`src/rtl/rpxx_seek_pkg.sv`:
```
// Shared encodings and default timing for the RPxx head-positioning sequencer.
// The package plays the role of the old rpsk.vh include.
package rpxx_seek_pkg;

  localparam int RPSK_MAXCYL    = 815;
  localparam int RPSK_STEPCYC   = 1000;
  localparam int RPSK_SETTLECYC = 5000;

  typedef enum logic [2:0] {
    S_IDLE   = 3'd0,
    S_CHECK  = 3'd1,
    S_STEP   = 3'd2,
    S_SETTLE = 3'd3,
    S_DONE   = 3'd4
  } rpsk_state_e;

  typedef enum logic [1:0] {
    K_SEEK  = 2'd0,
    K_RECAL = 2'd1,
    K_XFER  = 2'd2
  } rpsk_kind_e;

  // Timer must hold max(STEPCYC,SETTLECYC)-1.
  function automatic int tmr_width(input int a, input int b);
    int m;
    m = (a > b) ? a : b;
    return (m < 2) ? 1 : $clog2(m);
  endfunction

endpackage

```
`src/rtl/rpxx_seek_tmr.sv`:
```
// Loadable down-counter shared by the step and settle phases.
// It holds at zero; zero_nxt_o tells the caller the counter will read zero next cycle.
module rpxx_seek_tmr #(
  parameter int W = 4
) (
  input  logic         clk,
  input  logic         rst,
  input  logic         load_i,
  input  logic [W-1:0] val_i,
  output logic         zero_o,
  output logic         zero_nxt_o
);

  logic [W-1:0] cnt_q, cnt_d;

  always_comb begin
    cnt_d = cnt_q;
    if (load_i)
      cnt_d = val_i;
    else if (cnt_q != '0)
      cnt_d = cnt_q - 1'b1;
  end

  always_ff @(posedge clk or posedge rst) begin
    if (rst) cnt_q <= '0;
    else     cnt_q <= cnt_d;
  end

  assign zero_o     = (cnt_q == '0);
  assign zero_nxt_o = (cnt_d == '0);

endmodule

```
`src/rtl/rpxx_seek.sv`:
```
// Head-positioning sequencer: owns the current cylinder address and models
// seek/recal motion one cylinder per step period, followed by head settle.
module rpxx_seek
  import rpxx_seek_pkg::*;
#(
  parameter int MAXCYL    = RPSK_MAXCYL,
  parameter int STEPCYC   = RPSK_STEPCYC,
  parameter int SETTLECYC = RPSK_SETTLECYC
) (
  input  logic       clk,
  input  logic       rst,
  input  logic [9:0] rpDCA,
  input  logic       rpSEEK,
  input  logic       rpRECAL,
  input  logic       rpXFER,
  input  logic       rpINCCYL,
  output logic [9:0] rpCCA,
  output logic       rpDRY,
  output logic       rpPIP,
  output logic       rpSETATA,
  output logic       rpSETIAE,
  output logic       rpXFERGO
);

  localparam int TW = tmr_width(STEPCYC, SETTLECYC);
  localparam logic [9:0] MAXC = 10'(MAXCYL);

  rpsk_state_e state_q, state_d;
  rpsk_kind_e  kind_q, kind_d;
  logic [9:0]  tgt_q, tgt_d;
  logic [9:0]  cca_q, cca_d;
  logic        bad_q, bad_d;
  logic        dry_q, pip_q, ata_q, iae_q, xgo_q;

  logic          tmr_load;
  logic [TW-1:0] tmr_val;
  logic          tmr_zero, tmr_zero_nxt;

  rpxx_seek_tmr #(.W(TW)) u_tmr (
    .clk        (clk),
    .rst        (rst),
    .load_i     (tmr_load),
    .val_i      (tmr_val),
    .zero_o     (tmr_zero),
    .zero_nxt_o (tmr_zero_nxt)
  );

  always_comb begin
    state_d  = state_q;
    kind_d   = kind_q;
    tgt_d    = tgt_q;
    bad_d    = bad_q;
    tmr_load = 1'b0;
    tmr_val  = '0;
    case (state_q)
      S_IDLE: begin
        if (rpRECAL) begin
          kind_d  = K_RECAL;
          tgt_d   = '0;
          bad_d   = 1'b0;
          state_d = S_CHECK;
        end else if (rpSEEK || rpXFER) begin
          kind_d  = rpSEEK ? K_SEEK : K_XFER;
          tgt_d   = rpDCA;
          bad_d   = (rpDCA > MAXC);
          state_d = S_CHECK;
        end
      end
      S_CHECK: begin
        if (bad_q || tgt_q == cca_q) begin
          state_d = S_DONE;
        end else begin
          state_d  = S_STEP;
          tmr_load = 1'b1;
          tmr_val  = TW'(STEPCYC - 1);
        end
      end
      S_STEP: begin
        // cca_q already shows the step taken in this cycle.
        if (tmr_zero) begin
          tmr_load = 1'b1;
          if (cca_q == tgt_q) begin
            state_d = S_SETTLE;
            tmr_val = TW'(SETTLECYC - 1);
          end else begin
            tmr_val = TW'(STEPCYC - 1);
          end
        end
      end
      S_SETTLE: begin
        if (tmr_zero) state_d = S_DONE;
      end
      S_DONE:   state_d = S_IDLE;
      default:  state_d = S_IDLE;
    endcase
  end

  // CCA moves on the edge entering the last cycle of each step period,
  // so the new address is visible during that cycle.
  always_comb begin
    cca_d = cca_q;
    if (state_q == S_IDLE) begin
      if (rpINCCYL && cca_q < MAXC) cca_d = cca_q + 10'd1;
    end else if (state_d == S_STEP && tmr_zero_nxt) begin
      cca_d = (tgt_q > cca_q) ? cca_q + 10'd1 : cca_q - 10'd1;
    end
  end

  always_ff @(posedge clk or posedge rst) begin
    if (rst) begin
      state_q <= S_IDLE;
      kind_q  <= K_SEEK;
      tgt_q   <= '0;
      cca_q   <= '0;
      bad_q   <= 1'b0;
      dry_q   <= 1'b1;
      pip_q   <= 1'b0;
      ata_q   <= 1'b0;
      iae_q   <= 1'b0;
      xgo_q   <= 1'b0;
    end else begin
      state_q <= state_d;
      kind_q  <= kind_d;
      tgt_q   <= tgt_d;
      cca_q   <= cca_d;
      bad_q   <= bad_d;
      dry_q   <= (state_d == S_IDLE);
      pip_q   <= (state_d != S_IDLE) && (kind_d != K_XFER);
      ata_q   <= (state_d == S_DONE) && (kind_d != K_XFER || bad_d);
      iae_q   <= (state_q == S_IDLE) && (state_d == S_CHECK) && bad_d;
      xgo_q   <= (state_d == S_DONE) && (kind_d == K_XFER) && !bad_d;
    end
  end

  assign rpCCA    = cca_q;
  assign rpDRY    = dry_q;
  assign rpPIP    = pip_q;
  assign rpSETATA = ata_q;
  assign rpSETIAE = iae_q;
  assign rpXFERGO = xgo_q;

endmodule

```
`config.mk`:
```
export PLATFORM = sky130hd
export DESIGN_NAME = rpxx_seek
export DESIGN_NICKNAME = d
export VERILOG_FILES = /design/src/rtl/rpxx_seek_pkg.sv /design/src/rtl/rpxx_seek_tmr.sv /design/src/rtl/rpxx_seek.sv
export SDC_FILE = /design/constraint.sdc
export NUM_CORES = 1
export LEC_CHECK = 0
export ABC_CLOCK_PERIOD_IN_PS = 5700
export CORE_MARGIN = 3
export CORE_UTILIZATION = 51
export CTS_BUF_LIST = sky130_fd_sc_hd__clkbuf_2 sky130_fd_sc_hd__clkbuf_4 sky130_fd_sc_hd__clkbuf_8
export DETAILED_ROUTE_END_ITERATION = 10
export PLACE_DENSITY = 0.8
export SLEW_MARGIN = 0
export SYNTH_ARGS = -nofsm -noshare
export SYNTH_HDL_FRONTEND = slang
export SYNTH_HIERARCHICAL = 1
export SYNTH_SLANG_ARGS = --single-unit
```
`constraint.sdc`:
```
create_clock -name clk -period 5.7 [get_ports clk]
set_input_delay 1.14 -clock clk [delete_from_list [all_inputs] [get_ports clk]]
set_output_delay 1.14 -clock clk [all_outputs]
set_load 0.05 [all_outputs]
```
# ---- After elaboration in Yosys (flattened, before gate mapping)
# Cells that the tools add are included.
dict set report word_totals {
  reg_bits 44
  latch_bits 0
  ram_bits 0
  romBits 0
  inputBits 16
  out_inout_bits 15
  wordCells 79
  n_memories 0
}
dict set report op_classes {
  addsub 3
  n_mul 0
  n_div 0
  magnitude_cmp 3
  n_eq_ne 11
  shifts 0
  muxes 29
  n_bitwise 0
  reduce_logical 22
}
# op count
set op_table {}
lappend op_table {{10-bit 2-to-1 mux} 7}
lappend op_table {{13-bit 2-to-1 mux} 4}
lappend op_table {{13-bit zero test} 2}
lappend op_table {{13-bit case mux with 2 select lines} 1}
lappend op_table {{10-bit equality test} 2}
lappend op_table {{3-bit 2-to-1 mux} 6}
lappend op_table {{13-bit nonzero test} 1}
lappend op_table {{13-bit by 1-bit subtractor with 13-bit output (second input constant)} 1}
lappend op_table {{3-bit case mux with 4 select lines} 1}
lappend op_table {{10-bit by 1-bit adder with 10-bit output (second input constant)} 1}
lappend op_table {{10-bit greater-than comparator} 1}
lappend op_table {{10-bit greater-than comparator (second input constant)} 1}
lappend op_table {{10-bit < comparator (second input constant)} 1}
lappend op_table {{10-bit by 1-bit subtractor with 10-bit output (second input constant)} 1}
lappend op_table {{3-bit by 2-bit equality test with 1-bit output (second input constant)} 3}
lappend op_table {{1-bit logical AND} 8}
lappend op_table {{2-bit 2-to-1 mux} 4}
lappend op_table {{3-bit by 1-bit equality test with 1-bit output (second input constant)} 2}
lappend op_table {{3-bit zero test} 2}
lappend op_table {{1-bit 2-to-1 mux} 5}
lappend op_table {{2-bit AND reduction} 2}
lappend op_table {{2-bit nonzero test} 2}
lappend op_table {{3-bit equality test (second input constant)} 1}
lappend op_table {{1-bit logical OR} 3}
lappend op_table {{6 further kinds} 6}

# ---- Longest topological paths before layout
dict set report depth {
  depth_word 9
  ltp_mapped 17
  mapped_depth_nobuf 15
}

# ---- By module
# The synthesis kept the hierarchy.
# module n_inst cells_per_inst area_each_um2 seq_area_each_um2
set by_module_without_submodules {}
lappend by_module_without_submodules {rpxx_seek 1 194 1845.5 777.0}
lappend by_module_without_submodules {rpxx_seek_tmr 1 96 930.9 325.3}

# ---- Worst setup path after synthesis
# OpenSTA, ideal clock, no wires.
dict set report synth_timing {
  path_type {register -> register}
  startpoint {register u_tmr.cnt_q[0]}
  endpoint {register cca_q[6] (netlist: rpCCA[6])}
  setup_time_ns 0.080
  arrival_ns 4.224
  required_time_ns 5.620
  path_slack_ns 1.396
  path_stages_with_launch 17
  n_path_buf 3
  synth_period_minus_slack_ns 4.304
  cell_sequence {dfrtp_1 inv_1 ha_1 or3b_4 buf_6 nor4_1 nand3_1 o21ai_0 inv_1 clkbuf_1 a211o_1 or4b_4 nor4b_4 a41oi_2 buf_2 a21oi_1 xnor2_1}
}
dict set report synth_between {
  elab_chain_cells 8
  elab_cells_between_ends 17
  classes_between {add/sub (1); eq/ne (1); mux (9); reduce/logical (6)}
}
# item line_no
set synth_lines {}
lappend synth_lines {{start: declaration} rpxx_seek_tmr.sv:14} ;# logic [W-1:0] cnt_q, cnt_d;
lappend synth_lines {{start signal: assignment} rpxx_seek_tmr.sv:26} ;# else cnt_q <= cnt_d;
lappend synth_lines {{13-bit zero test} rpxx_seek_tmr.sv:29} ;# assign zero_o = (cnt_q == '0);
lappend synth_lines {{named net tmr_zero} rpxx_seek.sv:37} ;# logic tmr_zero, tmr_zero_nxt;
lappend synth_lines {{1-bit 2-to-1 mux} rpxx_seek.sv:80} ;# if (tmr_zero) begin
lappend synth_lines {{1-bit case mux with 2 select lines} rpxx_seek.sv:55} ;# case (state_q)
lappend synth_lines {{named net tmr_load} rpxx_seek.sv:35} ;# logic tmr_load;
lappend synth_lines {{13-bit 2-to-1 mux} rpxx_seek_tmr.sv:18} ;# if (load_i)
lappend synth_lines {{13-bit zero test} rpxx_seek_tmr.sv:30} ;# assign zero_nxt_o = (cnt_d == '0);
lappend synth_lines {{named net tmr_zero_nxt} rpxx_seek.sv:37}
lappend synth_lines {{1-bit logical AND} rpxx_seek.sv:104} ;# end else if (state_d == S_STEP && tmr_zero_nxt) begin
lappend synth_lines {{2-bit nonzero test (no line)} --}
lappend synth_lines {{2-bit AND reduction (no line)} --}
lappend synth_lines {{end signal: assignment} rpxx_seek.sv:114} ;# cca_q <= '0;
lappend synth_lines {{end signal: assignment} rpxx_seek.sv:125} ;# cca_q <= cca_d;
lappend synth_lines {{end: declaration} rpxx_seek.sv:31} ;# logic [9:0] cca_q, cca_d;
# The timed path passes the listed nets, and every way through them passes these cells.
# A chain may end at the register's enable or synchronous reset.

# ---- Worst setup path after layout
dict set report layout_timing {
  startpoint {register u_tmr.cnt_q[0]}
  endpoint {register cca_q[7] (netlist: rpCCA[7])}
}
dict set report layout_between {
  elab_chain_cells 8
  elab_cells_between_ends 17
  classes_between {add/sub (1); eq/ne (1); mux (9); reduce/logical (6)}
}
# item line_no
set layout_lines {}
lappend layout_lines {{13-bit zero test} rpxx_seek_tmr.sv:29}
lappend layout_lines {{named net tmr_zero} rpxx_seek.sv:37}
lappend layout_lines {{1-bit 2-to-1 mux} rpxx_seek.sv:80}
lappend layout_lines {{1-bit case mux with 2 select lines} rpxx_seek.sv:55}
lappend layout_lines {{named net tmr_load} rpxx_seek.sv:35}
lappend layout_lines {{13-bit 2-to-1 mux} rpxx_seek_tmr.sv:18}
lappend layout_lines {{named net u_tmr.cnt_d[8]} rpxx_seek_tmr.sv:14}
lappend layout_lines {{13-bit zero test} rpxx_seek_tmr.sv:30}
lappend layout_lines {{named net tmr_zero_nxt} rpxx_seek.sv:37}
lappend layout_lines {{1-bit logical AND} rpxx_seek.sv:104}
lappend layout_lines {{2-bit nonzero test (no line)} --}
lappend layout_lines {{2-bit AND reduction (no line)} --}
# The timed path passes the listed nets, and every way through them passes these cells.

==> summary.txt <==
Run status
  • Outcome: completed

Yosys
  • Simple-gate area share of the yosys netlist: 18.4%
  • Post-Synth XOR/XNOR Area: 4.73%
  • Post-synth EDFFs: 0
  • Post-Syn Area: 2780 um2
  • Largest family of logic cells by synthesized area: compound AO/OA/AOI/OAI gates
  • Number of synthesis warnings: 6
  • Seq/Total Area, Yosys: 39.7%
  • Syn Area/Cell: 9.57 um2
  • Syn Inst Count: 290
  • Unique masters post-synth: 62
  • Flops & latches, synth: 44
  • Post-Synth Adder-Cell Area: 5.86%
  • Async set-or-reset flop fraction in the synthesized netlist: 100%
  • Post-synthesis compound-gate area fraction: 23.9%
  • Mux cell area share after synthesis: 1.22%
  • Ys flop type: dfrtp_1

Finish
  • Share of layout cells above drive strength 1: 8.36%
  • Final instance area: 3250 um2
  • Footprint of the multi-input gates: 1520 um2
  • Commonest non-fill, non-tap cells in the layout: dfrtp_1 (43), clkdlybuf4s50_1 (30), inv_1 (25), nand2_1 (17), nor2_1 (14)
  • Antenna diode count: 0
  • Commonest non-fill, non-tap cell in the layout: dfrtp_1
  • Area growth from synthesis to layout: 17.0%
  • Layout Nets: 351
  • Fill cells: 430
  • Sequential Area: 1100 um2

CTS
  • Clk_lat worst skew: 0.31 ns
  • Clock slew at reported path FFs: 0.09 ns
  • CTS tree: done
  • Clock Sinks: 44
  • Post-CTS resize count: 0
  • CTS H-tree lvls: 2
  • CTS max path bufs: 2
  • Postcts setup bufs: 0
  • Cts bufs inserted: 5
  • Post-CTS Hold Buffers: 0
  • CTS Root Cell: clkbuf_8

Routing
  • Vias: 2370
  • Via-to-Cell Ratio: 6.03
  • Routed len/inst: 16.1 um
  • TritonRoute pass-1 iters: 5
  • 1st-iter DRT viols: 350
  • Post-route ant nets: 0
  • Number of remaining DRC errors: 0
  • Post-Route WL: 6340 um

Worst setup path
  • Crit path DAT: 5.08 ns
  • Worst Setup Path Type: flip-flop to flip-flop
  • Startpoint types: flip-flop
  • R2R setup slack: 0.86 ns
  • CP Capture Type: flip-flop
  • FF-to-FF path depth: 16
  • Worst path required time: 5.94 ns
  • CP max FO: 21

Timing
  • Worst-margin pin slew: 0.917 ns
  • Fin crit period: 4.84 ns
  • Final setup viols: 0
  • Sum of negative setup slack: 0 ns
  • Final Hold Viols: 0
  • Max Slew Vio Count: 0
  • Relative slew slack: 38.4%
  • Final worst path period share: 84.9%
  • Unrepaired setup endpoints after global routing: false
  • Skew final: 0.00867 ns
  • F_max: 207 MHz

Power
  • Combinational power share: 8.6%
  • Net load switching power: 161 uW
  • Internal power: 482 uW
  • Switching part of the total power: 25.1%
  • Clock power frac: 38.7%
  • Max VDD drop: 0.000160 V
  • Sequential Power Share: 52.7%
  • Leakage: 0.00134 uW
  • Power density cells: 198 nW/um2

Min path
  • Worst hold path class: flip-flop to flip-flop
  • Min-Delay Path Depth: 1

Global routing
  • Vias in the first global route: 2255
  • First-pass GRT wire length: 10800 um
  • Antenna violations before repair: 0
  • Remaining Overflow, GRT: 0
  • Largest net degree at the start of global routing: 32
  • GRT Overall Usage: 21.4%

Floorplan
  • Core Rows: 26
  • Initial Util: 53.7%
  • DIE AREA: 6370 um2
  • Boundary pin count: 31
  • Die width: 79.8 um
  • Core footprint: 5170 um2
  • Die height: 79.8 um

Placement
  • Port-buffer cells: 30
  • Placed Area: 3130 um2
  • Post-DP HPWL: 4710 um
  • Gpl congestion: 0.894

Flow run
  • Max_cap viols: 0
cell usage after synthesis, types with 2 or more instances:
| cell type | n | area, um2 |
|---|---|---|
| a2111o_1 | 2 | 22.5 |
| a2111oi_0 | 2 | 17.5 |
| a211o_1 | 3 | 26.3 |
| a21bo_1 | 2 | 20.0 |
| a21boi_0 | 2 | 15.0 |
| a21o_1 | 5 | 37.5 |
| a21oi_1 | 12 | 60.1 |
| a21oi_2 | 2 | 17.5 |
| a22o_1 | 10 | 87.6 |
| a31oi_1 | 6 | 37.5 |
| and3_1 | 6 | 37.5 |
| and4_1 | 2 | 17.5 |
| buf_2 | 4 | 20.0 |
| buf_6 | 3 | 33.8 |
| clkbuf_1 | 4 | 15.0 |
| dfrtp_1 | 43 | 1080 |
| ha_1 | 13 | 163 |
| inv_1 | 25 | 93.8 |
| mux2_2 | 3 | 33.8 |
| nand2_1 | 17 | 63.8 |
| nand2b_1 | 2 | 12.5 |
| nand3_1 | 13 | 65.1 |
| nand4_1 | 2 | 12.5 |
| nor2_1 | 14 | 52.6 |
| nor3_1 | 10 | 50.1 |
| nor4_1 | 10 | 62.6 |
| o211ai_1 | 2 | 15.0 |
| o21a_1 | 2 | 15.0 |
| o21ai_0 | 11 | 55.1 |
| o21ai_1 | 2 | 10.0 |
| o22ai_1 | 2 | 12.5 |
| o31ai_1 | 6 | 45.0 |
| o41ai_1 | 3 | 26.3 |
| or3_1 | 3 | 18.8 |
| or4_1 | 2 | 15.0 |
| xnor2_1 | 13 | 114 |
| xor2_1 | 2 | 17.5 |
metrics by stage:
step	cells	hold slack (ns)	setup slack [ns]	util, %	power, uW
6_report	393	0.505	0.859	62.8	644
3_3_place_gp	385	0.492	1.18	60.6	398
2_1_floorplan	293	0.461	1.40	-	377
4_1_cts	393	0.506	0.862	62.8	648
5_1_grt	393	0.516	0.390	62.8	667
3_5_place_dp	385	0.477	0.901	60.6	400
registers in the layout, summed over array words and instances (netlist names):
name         flops
rpSETIAE         1
rpXFERGO         1
state_q          3
rpSETATA         1
bad_q            1
u_tmr/cnt_q     13
kind_q           2
rpCCA           10
rpDRY            1
tgt_q           10
rpPIP            1
worst max-delay path, cell delays in order (launching register included):
cell	delay, ns
dfrtp_1	0.39
inv_1	0.09
ha_1	0.21
or3b_4	0.49
nor4_1	0.70
nand3_1	0.27
o21ai_1	0.13
buf_4	0.24
inv_1	0.22
nor2_1	0.17
a31oi_1	0.07
a211o_1	0.29
or4b_4	0.49
nor4b_4	0.23
a41oi_2	0.34
a21oi_1	0.28
xnor2_1	0.14
layout make-up:
type,count,area share (%)
inverter,25,2.89
multi-input combinational,212,46.8
sequential,44,33.9
clock inverter,3,1.43
tap,70,2.70
timing repair buffer,34,10.2
clock buffer,5,2.12
power by group through the flow:
stage / combinational [uW] / clock [uW] / sequential [uW]
3_3_place_gp: 53.5 / 0 / 344
3_5_place_dp: 54.7 / 0 / 345
2_1_floorplan: 37.1 / 0 / 340
5_1_grt: 61.5 / 264 / 341
6_report: 55.3 / 249 / 339
4_1_cts: 55.1 / 254 / 339
cells by family (layout without fill, tap and decap cells):
family                     Yosys count  after routing
and+or+nand+nor                     91             91
AOI/OAI and AO/OA                   86             86
DFF                                 44             44
buffers and inverters               37             67
xor gates and xnor gates            15             15
adders and majority gates           13             13
muxes                                3              3
other                                1              4
routing by layer:
metal,vias to the layer above,GRT usage [%],wire length (um)
met1,1126,29.0,2830
met3,7,4.51,356
li1,1146,-,-
met2,91,35.4,3080
met4,0,4.56,67
met5,-,0,0
path summary, 6_finish.rpt:
| check | from | endpoint |
|---|---|---|
| worst max-delay path | u_tmr/cnt_q[0] | rpCCA[7] |
| worst max register to register | u_tmr/cnt_q[0] | rpCCA[7] |
| worst min register to register | kind_q[0] | kind_q[0] |
| max in group asynchronous | rst | rpDRY |
| min in group asynchronous | rst | u_tmr/cnt_q[10] |
| worst min-delay path | kind_q[0] | kind_q[0] |
No activity file was read; power rests on OpenSTA's default activity.
